[src/rtl/rr_req_agent.sv]
`default_nettype none
// ---------------------------------------------------------------------------
// rr_req_agent : per-channel job queue that drives requests to an arbiter,
//                counts served jobs and flags protocol errors and starvation.
// Revision     : 1.0
// ---------------------------------------------------------------------------
module rr_req_agent #(
  parameter int N          = 4,
  parameter int DEPTH_W    = 4,
  parameter int STARVE_MAX = 16
) (
  input  logic                 clk,
  input  logic                 rst_n,
  input  logic [N-1:0]         push_i,
  input  logic                 flush_i,
  input  logic [N-1:0]         grant_i,
  output logic [N-1:0]         req_o,
  output logic [15:0]          served_cnt_o,
  output logic                 err_onehot_o,
  output logic                 err_spurious_o,
  output logic                 err_ovf_o,
  output logic                 err_starve_o,
  output logic [$clog2(N)-1:0] starve_id_o
);

  localparam int ID_W = $clog2(N);
  localparam int WC_W = $clog2(STARVE_MAX + 1);

  localparam logic [1:0] ST_RUN   = 2'd0;
  localparam logic [1:0] ST_FLUSH = 2'd1;
  localparam logic [1:0] ST_IDLE  = 2'd2;

  localparam logic [DEPTH_W-1:0] PEND_MAX = {DEPTH_W{1'b1}};
  localparam logic [WC_W-1:0]    WC_MAX   = WC_W'(STARVE_MAX);

  logic [1:0]      state_q, state_d;
  logic [N-1:0]    req_q, req_d;
  logic [N-1:0]    serve, ovf_hit, starve_hit;
  logic [15:0]     served_cnt_q, served_cnt_d, serve_num;
  logic            onehot_q, spur_q, ovf_q, starve_q;
  logic [ID_W-1:0] starve_id_q, starve_pick;

  // req_q is only ever set when the next state is RUN, so this excludes
  // grants arriving in FLUSH/IDLE as well.
  assign serve = grant_i & req_q;

  always_comb begin
    state_d = state_q;
    case (state_q)
      ST_RUN:   if (flush_i)  state_d = ST_FLUSH;
      ST_FLUSH: state_d = ST_IDLE;
      ST_IDLE:  if (!flush_i) state_d = ST_RUN;
      default:  state_d = ST_RUN;
    endcase
  end

  for (genvar gi = 0; gi < N; gi++) begin : g_chan
    logic [DEPTH_W-1:0] pend_q, pend_d;
    logic [WC_W-1:0]    wcnt_q, wcnt_d;

    always_comb begin
      pend_d = pend_q;
      if (state_q == ST_FLUSH) begin
        pend_d = '0;
      end else if (push_i[gi] && !serve[gi]) begin
        if (pend_q != PEND_MAX) pend_d = pend_q + DEPTH_W'(1);
      end else if (!push_i[gi] && serve[gi]) begin
        pend_d = pend_q - DEPTH_W'(1);
      end
    end

    always_comb begin
      wcnt_d = wcnt_q;
      if (state_q == ST_FLUSH || !req_q[gi] || serve[gi]) begin
        wcnt_d = '0;
      end else if (wcnt_q != WC_MAX) begin
        wcnt_d = wcnt_q + WC_W'(1);
      end
    end

    assign ovf_hit[gi]    = (state_q != ST_FLUSH) && push_i[gi] && !serve[gi] &&
                            (pend_q == PEND_MAX);
    assign starve_hit[gi] = (wcnt_d == WC_MAX);
    assign req_d[gi]      = (state_d == ST_RUN) && (pend_d != '0);

    always_ff @(posedge clk or negedge rst_n) begin
      if (!rst_n) begin
        pend_q <= '0;
        wcnt_q <= '0;
      end else begin
        pend_q <= pend_d;
        wcnt_q <= wcnt_d;
      end
    end
  end

  always_comb begin
    serve_num = '0;
    for (int i = 0; i < N; i++) serve_num = serve_num + 16'(serve[i]);
    served_cnt_d = served_cnt_q + serve_num;
    starve_pick  = '0;
    // Descending scan so the lowest starving index wins.
    for (int i = N - 1; i >= 0; i--) begin
      if (starve_hit[i]) starve_pick = ID_W'(i);
    end
  end

  always_ff @(posedge clk or negedge rst_n) begin
    if (!rst_n) begin
      state_q      <= ST_RUN;
      req_q        <= '0;
      served_cnt_q <= '0;
      onehot_q     <= 1'b0;
      spur_q       <= 1'b0;
      ovf_q        <= 1'b0;
      starve_q     <= 1'b0;
      starve_id_q  <= '0;
    end else begin
      state_q      <= state_d;
      req_q        <= req_d;
      served_cnt_q <= served_cnt_d;
      if ((grant_i & (grant_i - N'(1))) != '0) onehot_q <= 1'b1;
      if ((grant_i & ~req_q) != '0)            spur_q   <= 1'b1;
      if (ovf_hit != '0)                       ovf_q    <= 1'b1;
      if (!starve_q && (starve_hit != '0)) begin
        starve_q    <= 1'b1;
        starve_id_q <= starve_pick;
      end
    end
  end

  assign req_o          = req_q;
  assign served_cnt_o   = served_cnt_q;
  assign err_onehot_o   = onehot_q;
  assign err_spurious_o = spur_q;
  assign err_ovf_o      = ovf_q;
  assign err_starve_o   = starve_q;
  assign starve_id_o    = starve_id_q;

endmodule
`default_nettype wire

[config.mk]
export PLATFORM = sky130hd
export DESIGN_NAME = rr_req_agent
export DESIGN_NICKNAME = d
export VERILOG_FILES = /design/src/rtl/rr_req_agent.sv
export SDC_FILE = /design/constraint.sdc
export NUM_CORES = 1
export LEC_CHECK = 0
export ABC_AREA = 1
export BUFFER_PORTS_ARGS = -buffer_cell sky130_fd_sc_hd__buf_2
export CELL_PAD_IN_SITES_DETAIL_PLACEMENT = 0
export CELL_PAD_IN_SITES_GLOBAL_PLACEMENT = 2
export CORE_MARGIN = 4
export CORE_UTILIZATION = 38
export DETAILED_ROUTE_END_ITERATION = 12
export PLACE_DENSITY = 0.85
export SETUP_SLACK_MARGIN = 0.4
export SLEW_MARGIN = 15
export SYNTH_ARGS = -nofsm -noshare
export SYNTH_HDL_FRONTEND = slang
export SYNTH_SLANG_ARGS = --single-unit
[constraint.sdc]
create_clock -name clk -period 4.8 [get_ports clk]
set_clock_uncertainty 0.15 [all_clocks]
set_input_delay 0.96 -clock clk [delete_from_list [all_inputs] [get_ports clk]]
set_output_delay 0.96 -clock clk [all_outputs]
set_load 0.03 [all_outputs]
==> PnR_summary.wiki, run 1 <==
{| class="wikitable"
! Metric !! Value
|-
| Run status || completed
|-
| Transition time at the pin with the least slew margin || 0.941 ns
|-
| Antenna cells || 0
|-
| Post-Synth Adder-Cell Area || 0.0705
|-
| Type of the worst setup path || input pin to flip-flop
|-
| Post-Place Cells || 655
|-
| Clock latency reported for the late side of the worst-skew pair || 0.33 ns
|-
| Residual overflow from global routing || 0
|-
| Synth unique cells || 34
|-
| Path class of the lowest-slack min-delay path || flip-flop to flip-flop
|-
| Total die area || around 0.012 sq mm
|-
| Switching component of the power || around 0.95 mW
|-
| Number of global-route vias before repair || between 3000 and 4000
|-
| Compound-gate portion of the synthesized area || 0.0638
|-
| CTS Buf Count || 9
|-
| Number of primary I/O pins || 37
|-
| Comb power frac || 0.409
|-
| Total number of yosys warnings || 0
|-
| Total area of multi-input combinational cells || approximately 0.0018 sq mm
|-
| Ys async rst share || 1.00
|-
| Path depth of the worst reg2reg path || 15
|-
| Final hold violation count || 0
|-
| Number of setup buffers added after CTS || 0
|-
| Clock edge transition at the registers on the reported setup and hold paths || about 0.070 ns
|-
| Gr usage total || 0.155
|-
| Proportion of power drawn by flip-flops and latches || 0.395
|-
| Cts-stage hold buffer count || 0
|-
| Number of synthesized register bits || between 60 and 70
|-
| Number of enable flip-flop cells after synthesis || 0
|-
| Overall power || ~2.2 mW
|-
| Seq/Total Area, Yosys || 0.425
|-
| Required time of the critical path || about 4.9 ns
|-
| Total standard cell area after synthesis || 0.00376 sq mm
|-
| Leakage power || 2.37 nW
|-
| Number of cells on the worst hold path || 1
|-
| Fraction of power spent switching nets || 0.435
|-
| Syn Nets || roughly 520
|-
| Fraction of layout instances using a drive strength above 1 || 0.121
|-
| Core Area || 0.00973 sq mm
|-
| PostCTS Resize Cnt || 0
|-
| Total number of nets in the final design || around 560
|-
| Count of unresolved DRC violations after routing || 0
|-
| Sum of net half-perimeters after detailed placement || 6.07 mm
|-
| Initial Utilization || 0.387
|-
| Final Routed Wirelength || around 8.0 mm
|-
| Largest family of logic cells by synthesized area || simple AND/OR/NAND/NOR gates
|-
| DIE HEIGHT || 108 um
|-
| Final sum of negative setup slack || 0 ns
|-
| Filler cell count || around 1000
|-
| Hold slack || roughly 0.31 ns
|-
| Final setup vio count || 0
|-
| Leading register cell type out of synthesis || dfrtp_1
|-
| Max-cap violations || 0
|-
| Crit path capture type || flip-flop
|-
| Rows || 36
|-
| Fraction of power consumed by the clock network || 0.196
|-
| Total count of max-transition violations in the final report || 0
|-
| Number of standard cells in the final layout excluding fillers || 669
|-
| Sinks on Clock Net || 64
|-
| Maximum achievable frequency || about 300 MHz
|-
| Post-DRT Antenna Nets || 0
|-
| Die X-Extent || ~110 um
|-
| Final GP Congestion || around 0.83
|-
| FF/Latch Area || 0.00160 sq mm
|-
| Wire length of the first global-routing pass || approximately 14 mm
|-
| Crit path max fanout || 4
|-
| Startpoint type of the worst setup path || input pin
|-
| Input/output buffers || 36
|-
| RSZ-0062 raised after global routing || no
|-
| Xor/xnor cell area share of the yosys netlist || 0.0558
|-
| TritonCTS clock tree || done
|-
| Total number of vias || 3100
|-
| Routed length per instance || 11.9 um
|-
| Clock root buffer || clkbuf_8
|-
| Number of search-and-repair iterations in the first detailed-routing pass || 4
|-
| Data arrival time of the critical path || ~3.4 ns
|-
| Final Critical Period || around 3.2 ns
|-
| Internal Pwr Total || between 1 and 1.5 mW
|-
| Initial antenna violation count || 0
|-
| Final period util || 0.675
|-
| Clk buf depth || 2
|-
| Avg Inst Size Synth || just under 8 sq um
|-
| Number of design-rule violations left by the first detailed-router iteration || around 130
|-
| Tightest slew margin relative to the limit || 0.373
|-
| H-tree levels || 3
|-
| Post-Synth Simple-Gate Area || 0.288
|-
| Portion of netlist area occupied by mux cells || 0
|-
| Power per standard cell area || ~500 mW/mm^2
|-
| Largest net degree at the start of global routing || 42
|-
| Synthesized netlist cell count || slightly below 500
|-
| Via/cell ratio || 4.63
|-
| Synth-to-layout area growth || 13.9%
|-
| Worst vdd ir || around 0.00024 V
|}
layout make-up:
type                    instances  share of cell area
clock inverters                 4              0.0111
flip-flops and latches         64               0.373
inverters                      95              0.0831
multi-input cells             326               0.420
repair buffers                 37              0.0438
clock buffers                  10              0.0298
well taps                     133              0.0388
worst paths after layout:
path | startpoint | to | slack (ns)
max in group asynchronous | rst_n | g_chan[0].wcnt_q[3] | 3.01
max reg2reg | req_o[0] | served_cnt_o[14] | 1.82
min | served_cnt_o[15] | served_cnt_o[15] | 0.31
max | grant_i[0] | served_cnt_o[14] | 1.56
min in group asynchronous | rst_n | g_chan[1].wcnt_q[3] | 0.63
min reg2reg | served_cnt_o[15] | served_cnt_o[15] | 0.31
synth_stat cells, types with 2 or more instances:
library cell	n	area, sq um
nor2_2	4	25.0
nand2_2	2	12.5
nor2_1	52	195
nor2_4	2	22.5
ha_1	18	225
o22ai_1	3	18.8
xor2_1	19	166
o211ai_1	5	37.5
a21oi_1	9	45.0
xnor2_1	5	43.8
nand3_1	52	260
fa_1	2	40.0
o21ai_0	16	80.1
inv_1	94	353
nand2_1	98	368
nand4_1	11	68.8
nor3b_1	3	22.5
nor3_1	9	45.0
a21oi_2	2	17.5
o21bai_1	3	22.5
dfrtp_1	64	1600
cell usage in the layout, fill, tap and decap left out, drive strengths merged:
cell | synthesis | layout
a21o | 1 | 1
a21oi | 11 | 11
a31oi | 1 | 1
buf | 1 | 37
bufinv | 0 | 1
clkbuf | 0 | 10
clkinv | 0 | 2
clkinvlp | 0 | 1
dfrtp | 64 | 64
fa | 2 | 2
ha | 18 | 18
inv | 95 | 95
nand2 | 101 | 101
nand3 | 53 | 53
nand3b | 1 | 1
nand4 | 11 | 11
nor2 | 58 | 58
nor3 | 9 | 9
nor3b | 4 | 4
nor4 | 1 | 1
o211ai | 5 | 5
o21ai | 17 | 17
o21bai | 3 | 3
o22ai | 3 | 3
or2 | 2 | 2
or3 | 1 | 1
xnor2 | 5 | 5
xor2 | 19 | 19
critical path, cell delays in order:
cell	delay (ns)
buf_2	0.11
nand2_1	0.15
xor2_1	0.16
inv_1	0.05
ha_1	0.26
inv_1	0.05
fa_1	0.41
inv_1	0.09
fa_1	0.21
nand3_1	0.11
nor2_1	0.15
nand2_1	0.12
nor2_1	0.18
nand2_1	0.07
nor2_1	0.11
xor2_1	0.14
per-stage QoR:
step,instance area (sq um),utilization,setup WS [ns]
2_1_floorplan,3760,-,1.52
3_3_place_gp,4110,0.423,1.27
3_5_place_dp,4110,0.423,1.21
4_1_cts,4290,0.441,1.57
5_1_grt,4290,0.441,1.34
6_report,4290,0.441,1.56
power groups by stage:
stage               clock (mW)  combinational, mW  sequential [mW]
floorplan                    0              0.601            0.930
global placement             0              0.900            0.873
detailed placement           0              0.904            0.871
CTS                      0.453              0.907            0.862
global route             0.477               1.04            0.890
finish                   0.429              0.893            0.863
layer usage:
layer	vias up	global-route usage	routed length, um
li1	1633	-	-
met4	0	0.0415	60
met2	52	0.251	3820
met5	-	0	0
met1	1411	0.202	3820
met3	4	0.0438	255
logic make-up (layout without fill, tap and decap cells):
family / count (synthesis) / in the layout
and+or+nand+nor: 241 / 241
buffers and inverters: 96 / 146
DFF: 64 / 64
AOI/OAI and AO/OA: 41 / 41
xor gates and xnor gates: 24 / 24
adders and majority gates: 20 / 20
sequential cells by signal, summed over array words and instances (netlist names):
register        flops
g_chan.wcnt_q      20
req_o               4
err_spurious_o      1
err_starve_o        1
served_cnt_o       16
err_ovf_o           1
g_chan.pend_q      16
state_q             2
starve_id_o         2
err_onehot_o        1
Power figures use the tool's default switching activity.
==> run 2, diff against run 1 <==
- CORE_UTILIZATION: 38 -> 35
- PLACE_DENSITY: 0.85 -> 0.79
- clock period: 4.8 -> 3.4 ns (I/O delays scaled with it)
==> run 2 against run 1 <==
Power grew 50%; setup slack lost 0.95 ns; cell area grew 2.0%.
==> PnR_summary.wiki, run 2 (synthesis gave the netlist of run 1 again) <==
{| class="wikitable"
! Metric !! Value
|-
| Run status || completed
|-
| Max-cap violations || 0 (unchanged)
|-
| Final sum of negative setup slack || 0 ns (unchanged)
|-
| Startpoint type of the worst setup path || input pin
|-
| Final hold violation count || 0 (unchanged)
|-
| Count of unresolved DRC violations after routing || 0 (unchanged)
|-
| RSZ-0062 raised after global routing || no
|-
| Die X-Extent || 112 um (+3.9%)
|-
| Wire length of the first global-routing pass || 14.0 mm (-2.4%)
|-
| Clock root buffer || clkbuf_8
|-
| Reg-to-reg setup timing slack || 0.61 ns (-1.21 ns)
|-
| Total number of nets in the final design || 565 (+0.18%)
|-
| Ordered list of cells on the worst path || buf_2 > nand2_1 > xor2_1 > inv_1 > ha_1 > inv_1 > fa_1 > inv_1 > fa_1 > nand3_1 > nor2_2 > nand2_1 > nor2_2 > nand2_1 > nor2_1 > xor2_1
|-
| Worst vdd ir || 0.000382 V (+62%)
|-
| Initial antenna violation count || 0 (unchanged)
|-
| Sinks on Clock Net || 64 (unchanged)
|-
| H-tree levels || 3 (unchanged)
|-
| Overall power || 3.28 mW (+50%)
|-
| TritonCTS clock tree || done
|-
| Number of search-and-repair iterations in the first detailed-routing pass || 4 (unchanged)
|-
| Data arrival time of the critical path || 2.91 ns (-0.44 ns)
|-
| Final GP Congestion || 0.814 (-1.5%)
|-
| Power per standard cell area || 748 mW/mm^2 (+47%)
|-
| Largest Register || g_chan.wcnt_q
|-
| Initial Utilization || 0.361 (-0.0255)
|-
| Critical path's slowest cell || fa_1
|-
| Antenna cells || 0 (unchanged)
|-
| FF/Latch Area || 0.00160 sq mm (about the same)
|-
| Total area of multi-input combinational cells || 0.00181 sq mm (+0.28%)
|-
| Hold slack || 0.197 ns (-0.115 ns)
|-
| Number of primary I/O pins || 37 (unchanged)
|-
| Crit path max fanout || 3 (-1)
|-
| Post-DRT Antenna Nets || 0 (unchanged)
|-
| Input/output buffers || 36 (unchanged)
|-
| Gr usage total || 0.137 (-0.0175)
|-
| Path class of the lowest-slack min-delay path || input pin to async pin
|-
| Number of global-route vias before repair || 3019 (-1.7%)
|-
| Residual overflow from global routing || 0 (unchanged)
|-
| Final Routed Wirelength || 7.96 mm (about the same)
|-
| Number of design-rule violations left by the first detailed-router iteration || 143 (+13%)
|-
| Core Area || 0.0104 sq mm (+7.1%)
|-
| Type of the worst setup path || input pin to flip-flop
|-
| Total count of max-transition violations in the final report || 0 (unchanged)
|-
| Total die area || 0.0125 sq mm (+7.9%)
|-
| Termination of the worst setup path || served_cnt_o[14]
|-
| Sum of net half-perimeters after detailed placement || 5.99 mm (-1.3%)
|-
| Final Critical Period || approximately 2.8 ns
|-
| Required time of the critical path || 3.51 ns (-1.40 ns)
|-
| Maximum achievable frequency || around 360 MHz
|-
| CTS Buf Count || 9 (unchanged)
|-
| Most common library cell in the layout ignoring fill and taps || nand2_1
|-
| Number of flip-flops under the largest register name || 20 (unchanged)
|-
| Clock latency reported for the late side of the worst-skew pair || 0.33 ns (about the same)
|-
| Critical path origin || grant_i[0]
|-
| Synth-to-layout area growth || 16.3%
|-
| Filler cell count || 1075 (+3.5%)
|-
| FF-to-FF End || served_cnt_o[14]
|-
| Crit path largest cell delay || 0.40 ns (about the same)
|-
| Transition time at the pin with the least slew margin || 0.354 ns (-0.587 ns)
|-
| Via/cell ratio || 4.53 (-2.3%)
|-
| Critical R2R Launch || req_o[0]
|-
| Clock edge transition at the registers on the reported setup and hold paths || 0.08 ns (about the same)
|-
| Routed length per instance || 11.8 um (-0.72%)
|-
| Path depth of the worst reg2reg path || 15 (unchanged)
|-
| Fraction of layout instances using a drive strength above 1 || 0.132 (+0.0107)
|-
| DIE HEIGHT || 112 um (+3.9%)
|-
| Total number of vias || 3051 (-1.6%)
|-
| Commonest non-fill, non-tap cells in the layout || nand2_1, inv_1, dfrtp_1
|-
| Final period util || 0.821
|-
| Leakage power || 2.41 nW (+1.6%)
|-
| Tightest slew margin relative to the limit || 0.764 (+0.392)
|-
| Final setup vio count || 0 (unchanged)
|-
| Rows || 37 (+2.8%)
|-
| Crit path capture type || flip-flop
|-
| Clk buf depth || 2 (unchanged)
|-
| Largest net degree at the start of global routing || 65 (+55%)
|}
[run 2: cell types whose count changed in the layout (fill, tap and decap cells not counted)]
cell	delta
nor2_1	-2
bufinv_16	+2
dfrtp_1	-1
dfrtp_2	+1
clkinv_4	+1
clkinvlp_4	-1
nor2_2	+2
buf_12	+1
clkbuf_1	-1
[run 2: where the power goes]
group / leakage (nW) / switching, mW / internal (mW) / total (mW)
combinational: 1.48 / 0.826 / 0.457 / 1.28
clock: 0.119 / 0.299 / 0.482 / 0.781
sequential: 0.810 / 0.244 / 0.968 / 1.21
[run 2: how the worst min path moves through the flow]
stage / end / slack [ns] / cells past startpoint
after floorplan: err_onehot_o / 0.23 / 0
after global placement: served_cnt_o[15] / 0.31 / 1
after detailed placement: served_cnt_o[15] / 0.31 / 1
after CTS: g_chan[1].wcnt_q[2] / 0.20 / 2
after global routing: g_chan[1].wcnt_q[2] / 0.21 / 2
final: g_chan[1].wcnt_q[2] / 0.20 / 2
[run 2: critical path: cells and delay by family]
| family | cells | cell delay (ns) |
|---|---|---|
| XOR/XNOR | 2 | 0.28 |
| adder cells (fa/ha/maj) | 3 | 0.89 |
| AND/OR/NAND/NOR | 7 | 0.73 |
| buffers and inverters | 4 | 0.31 |
[run 2: area by class of cell]
cell class                 instances  share of cell area
inverter                          95              0.0815
timing repair buffer              38              0.0475
sequential                        64               0.366
multi-input combinational        326               0.413
clock buffer                       9              0.0283
clock inverter                     6              0.0249
tap                              136              0.0389
[run 2: layer usage]
layer | up-vias | part of all wire | global-route usage
li1 | 1640 | - | -
met1 | 1362 | 0.51 | 0.183
met2 | 41 | 0.45 | 0.223
met3 | 8 | 0.029 | 0.0261
met4 | 0 | 0.011 | 0.0487
met5 | - | 0 | 0
[run 2: stage by stage]
step	utilization	cells	cell area (sq um)	setup slack (ns)
2_1_floorplan	-	486	3760	0.401
3_3_place_gp	0.397	659	4140	0.224
3_5_place_dp	0.397	659	4140	0.199
4_1_cts	0.420	674	4370	0.524
5_1_grt	0.420	674	4380	0.412
6_report	0.420	674	4380	0.609
[run 2: what timing repair did]
action / in CTS / in global routing
setup buffers: 0 / 0
gates resized for setup: 0 / 3
hold buffers: 0 / 0
setup endpoints to repair: 0 / 1
==> run 3, diff against run 2 <==
- CORE_UTILIZATION: 35 -> 31
- PLACE_DENSITY: 0.79 -> 0.74
- clock period: 3.4 -> 2.46 ns (I/O delays scaled with it)
==> run 3 against run 2 <==
Highest routed layer unchanged; wire length is 8.2% higher; sequential share of layout area is 2.6 points lower; first-iteration DRC count down 20%; largest cell class unchanged; the flow now finishes with violations (setup timing); largest power group unchanged; non-clock buffer count rose by 23; flip-flop and latch count stayed put.
==> PnR_summary.wiki, run 3 (synthesis gave the netlist of run 1 again) <==
{| class="wikitable"
! Metric !! Value
|-
| Sum of net half-perimeters after detailed placement || 6.45 mm (+7.7%)
|-
| Total number of vias || 3180 (+4.2%)
|-
| Final sum of negative setup slack || -0.138 ns (-0.138 ns)
|-
| Path class of the lowest-slack min-delay path || input pin to flip-flop
|-
| Setup WS post-layout || -0.0730 ns (-0.682 ns)
|-
| Met2 usage || 0.219 (-0.00326)
|-
| Total count of max-transition violations in the final report || 0 (unchanged)
|-
| Critical R2R Launch || req_o[0]
|-
| Count of unresolved DRC violations after routing || 0 (unchanged)
|-
| Proportion of power drawn by flip-flops and latches || 0.347 (-0.023)
|-
| Required time of the critical path || 2.56 ns (-0.95 ns)
|-
| Critical path origin || req_o[0]
|-
| Clk buf depth || 2 (unchanged)
|-
| Termination of the worst setup path || served_cnt_o[10]
|-
| Die X-Extent || 118 um (+5.8%)
|-
| Rows || 39 (+5.4%)
|-
| Residual overflow from global routing || 0 (unchanged)
|-
| Antenna cells || 0 (unchanged)
|-
| Final Critical Period || 2.53 ns
|-
| Power per standard cell area || 1030 mW/mm^2 (+37%)
|-
| Final hold violation count || 0 (unchanged)
|-
| Number of primary I/O pins || 37 (unchanged)
|-
| Comb power frac || 0.414 (+0.022)
|-
| Wire length of the first global-routing pass || 14.7 mm (+5.5%)
|-
| Final period util || 1.03
|-
| FF-to-FF End || served_cnt_o[10]
|-
| RSZ-0062 raised after global routing || yes
|-
| Initial antenna violation count || 0 (unchanged)
|-
| Number of design-rule violations left by the first detailed-router iteration || 115 (-20%)
|-
| Worst vdd ir || 0.000524 V (+37%)
|-
| Post-route design area || 0.00471 sq mm (+7.6%)
|-
| Number of global-route vias before repair || 3167 (+4.9%)
|-
| Overall power || 4.84 mW (+48%)
|-
| Fraction of power consumed by the clock network || 0.239 (about the same)
|-
| Global-route layer with the greatest usage || met2
|-
| Maximum achievable frequency || around 400 MHz
|-
| CTS Buf Count || 9 (unchanged)
|-
| Total number of nets in the final design || 588 (+4.1%)
|-
| Total die area || 0.0140 sq mm (+12%)
|-
| Number of search-and-repair iterations in the first detailed-routing pass || 4 (unchanged)
|-
| Transition time at the pin with the least slew margin || 0.323 ns (-0.0308 ns)
|-
| Final GP Congestion || 0.801 (-1.7%)
|-
| Max-cap violations || 0 (unchanged)
|-
| Commonest non-fill, non-tap cells in the layout || nand2_1, inv_1, dfrtp_1
|-
| Met1 capacity usage during global routing || 0.160 (-0.0232)
|-
| Type of the worst setup path || flip-flop to flip-flop
|-
| Number of flip-flops under the largest register name || 20 (unchanged)
|-
| TritonCTS clock tree || done
|-
| DIE HEIGHT || 118 um (+5.8%)
|-
| Synth-to-layout area growth || 25.1%
|-
| Clock edge transition at the registers on the reported setup and hold paths || 0.05 ns (-0.03 ns)
|-
| Routed length per instance || 12.2 um (+3.6%)
|-
| Largest Register || g_chan.wcnt_q
|-
| Launch point of the worst hold path || flush_i
|-
| Via/cell ratio || 4.52 (-0.21%)
|-
| Initial Utilization || 0.323 (-0.0386)
|-
| Leakage power || 2.60 nW (+7.9%)
|-
| Switching component of the power || 1.99 mW (+45%)
|-
| Sinks on Clock Net || 64 (unchanged)
|-
| Data arrival time of the critical path || 2.64 ns (-0.27 ns)
|-
| Largest net degree at the start of global routing || 58 (-11%)
|-
| H-tree levels || 3 (unchanged)
|-
| Reg-to-reg setup timing slack || -0.07 ns (-0.68 ns)
|-
| Grt met3 use || 0.0325 (+0.00639)
|-
| Core Area || 0.0117 sq mm (+12%)
|-
| Placed cell areas || 0.00429 sq mm (+3.7%)
|-
| Fraction of layout instances using a drive strength above 1 || 0.185 (+0.0534)
|-
| Internal Pwr Total || 2.85 mW (+50%)
|-
| Final Routed Wirelength || 8.62 mm (+8.2%)
|-
| Setup WS pre-CTS || -0.336 ns (-0.535 ns)
|-
| Most common library cell in the layout ignoring fill and taps || nand2_1
|-
| Path depth of the worst reg2reg path || 15 (unchanged)
|-
| Startpoint type of the worst setup path || flip-flop
|-
| Crit path max fanout || 3 (unchanged)
|-
| Post-DRT Antenna Nets || 0 (unchanged)
|-
| Clock latency reported for the late side of the worst-skew pair || 0.33 ns (about the same)
|-
| Fraction of power spent switching nets || 0.411 (-0.00725)
|-
| Violations in the final reports || setup timing
|-
| Input/output buffers || 36 (unchanged)
|-
| Run status || finished with violations
|-
| Tightest slew margin relative to the limit || 0.785 (+0.0206)
|-
| Final setup vio count || 2 (+2)
|-
| Clock root buffer || clkbuf_16
|-
| Crit path capture type || flip-flop
|-
| Gr usage total || 0.128 (-0.00899)
|}
==> run 3: cell types whose count changed in the layout (fill, tap and decap cells not counted), moves of 3 or more <==
cell	before	now
buf_6	0	3
buf_4	1	20
xnor2_2	0	3
nand2_1	98	94
clkbuf_16	0	9
clkbuf_1	0	4
bufinv_16	3	0
xnor2_1	5	2
nand2_2	2	5
clkbuf_8	9	2
nor2_4	2	5
==> run 3: repair_timing <==
action                     CTS  global route
gates resized for setup      7            10
hold endpoints to repair     7             0
buffers inserted             3             4
hold buffers                 1             0
setup endpoints to repair   14            15
pin swaps                    8             6
==> run 3: through the flow <==
step                 util  hold WS, ns  cells
finish              0.404        0.305    704
global route        0.404        0.323    704
CTS                 0.397        0.290    700
floorplan               -       0.0464    486
global placement    0.368        0.211    681
detailed placement  0.368        0.218    681
==> run 3: metal layers <==
metal	wire length, um	vias to the layer above
met1	4000	1457
li1	-	1681
met5	0	-
met4	110	0
met2	4210	33
met3	298	9
==> run 3: final cells by class <==
class,count,area [sq um]
clock buffer,15,268
fill,1211,6950
inverter,95,357
multi-input combinational,326,1910
sequential,64,1600
tap,143,179
timing repair buffer,61,394
==> run 3: worst max-delay path, stage by stage (launching register included) <==
cell	delay [ns]
dfrtp_2	0.40
nand2_2	0.07
xor2_1	0.14
inv_1	0.06
ha_1	0.26
inv_1	0.04
fa_2	0.33
inv_2	0.07
fa_2	0.23
nand3_4	0.09
nor2_4	0.12
nand2_4	0.08
nor2_4	0.10
buf_4	0.12
buf_6	0.08
xor2_1	0.13
==> run 3: worst min-delay path by stage <==
stage / endpoint / cells after the start / slack [ns]
6_report: state_q[0] / 3 / 0.30
5_1_grt: state_q[0] / 3 / 0.32
4_1_cts: state_q[0] / 3 / 0.29
3_5_place_dp: served_cnt_o[6] / 1 / 0.22
3_3_place_gp: served_cnt_o[12] / 1 / 0.21
2_1_floorplan: err_onehot_o / 0 / 0.05
==> run 3: power groups by stage <==
stage	clock network [mW]	logic (mW)	registers [mW]
2_1_floorplan	0	1.19	1.82
3_5_place_dp	0	1.94	1.68
3_3_place_gp	0	1.93	1.69
6_report	1.16	2.00	1.68
5_1_grt	1.24	2.29	1.74
4_1_cts	1.20	2.00	1.67
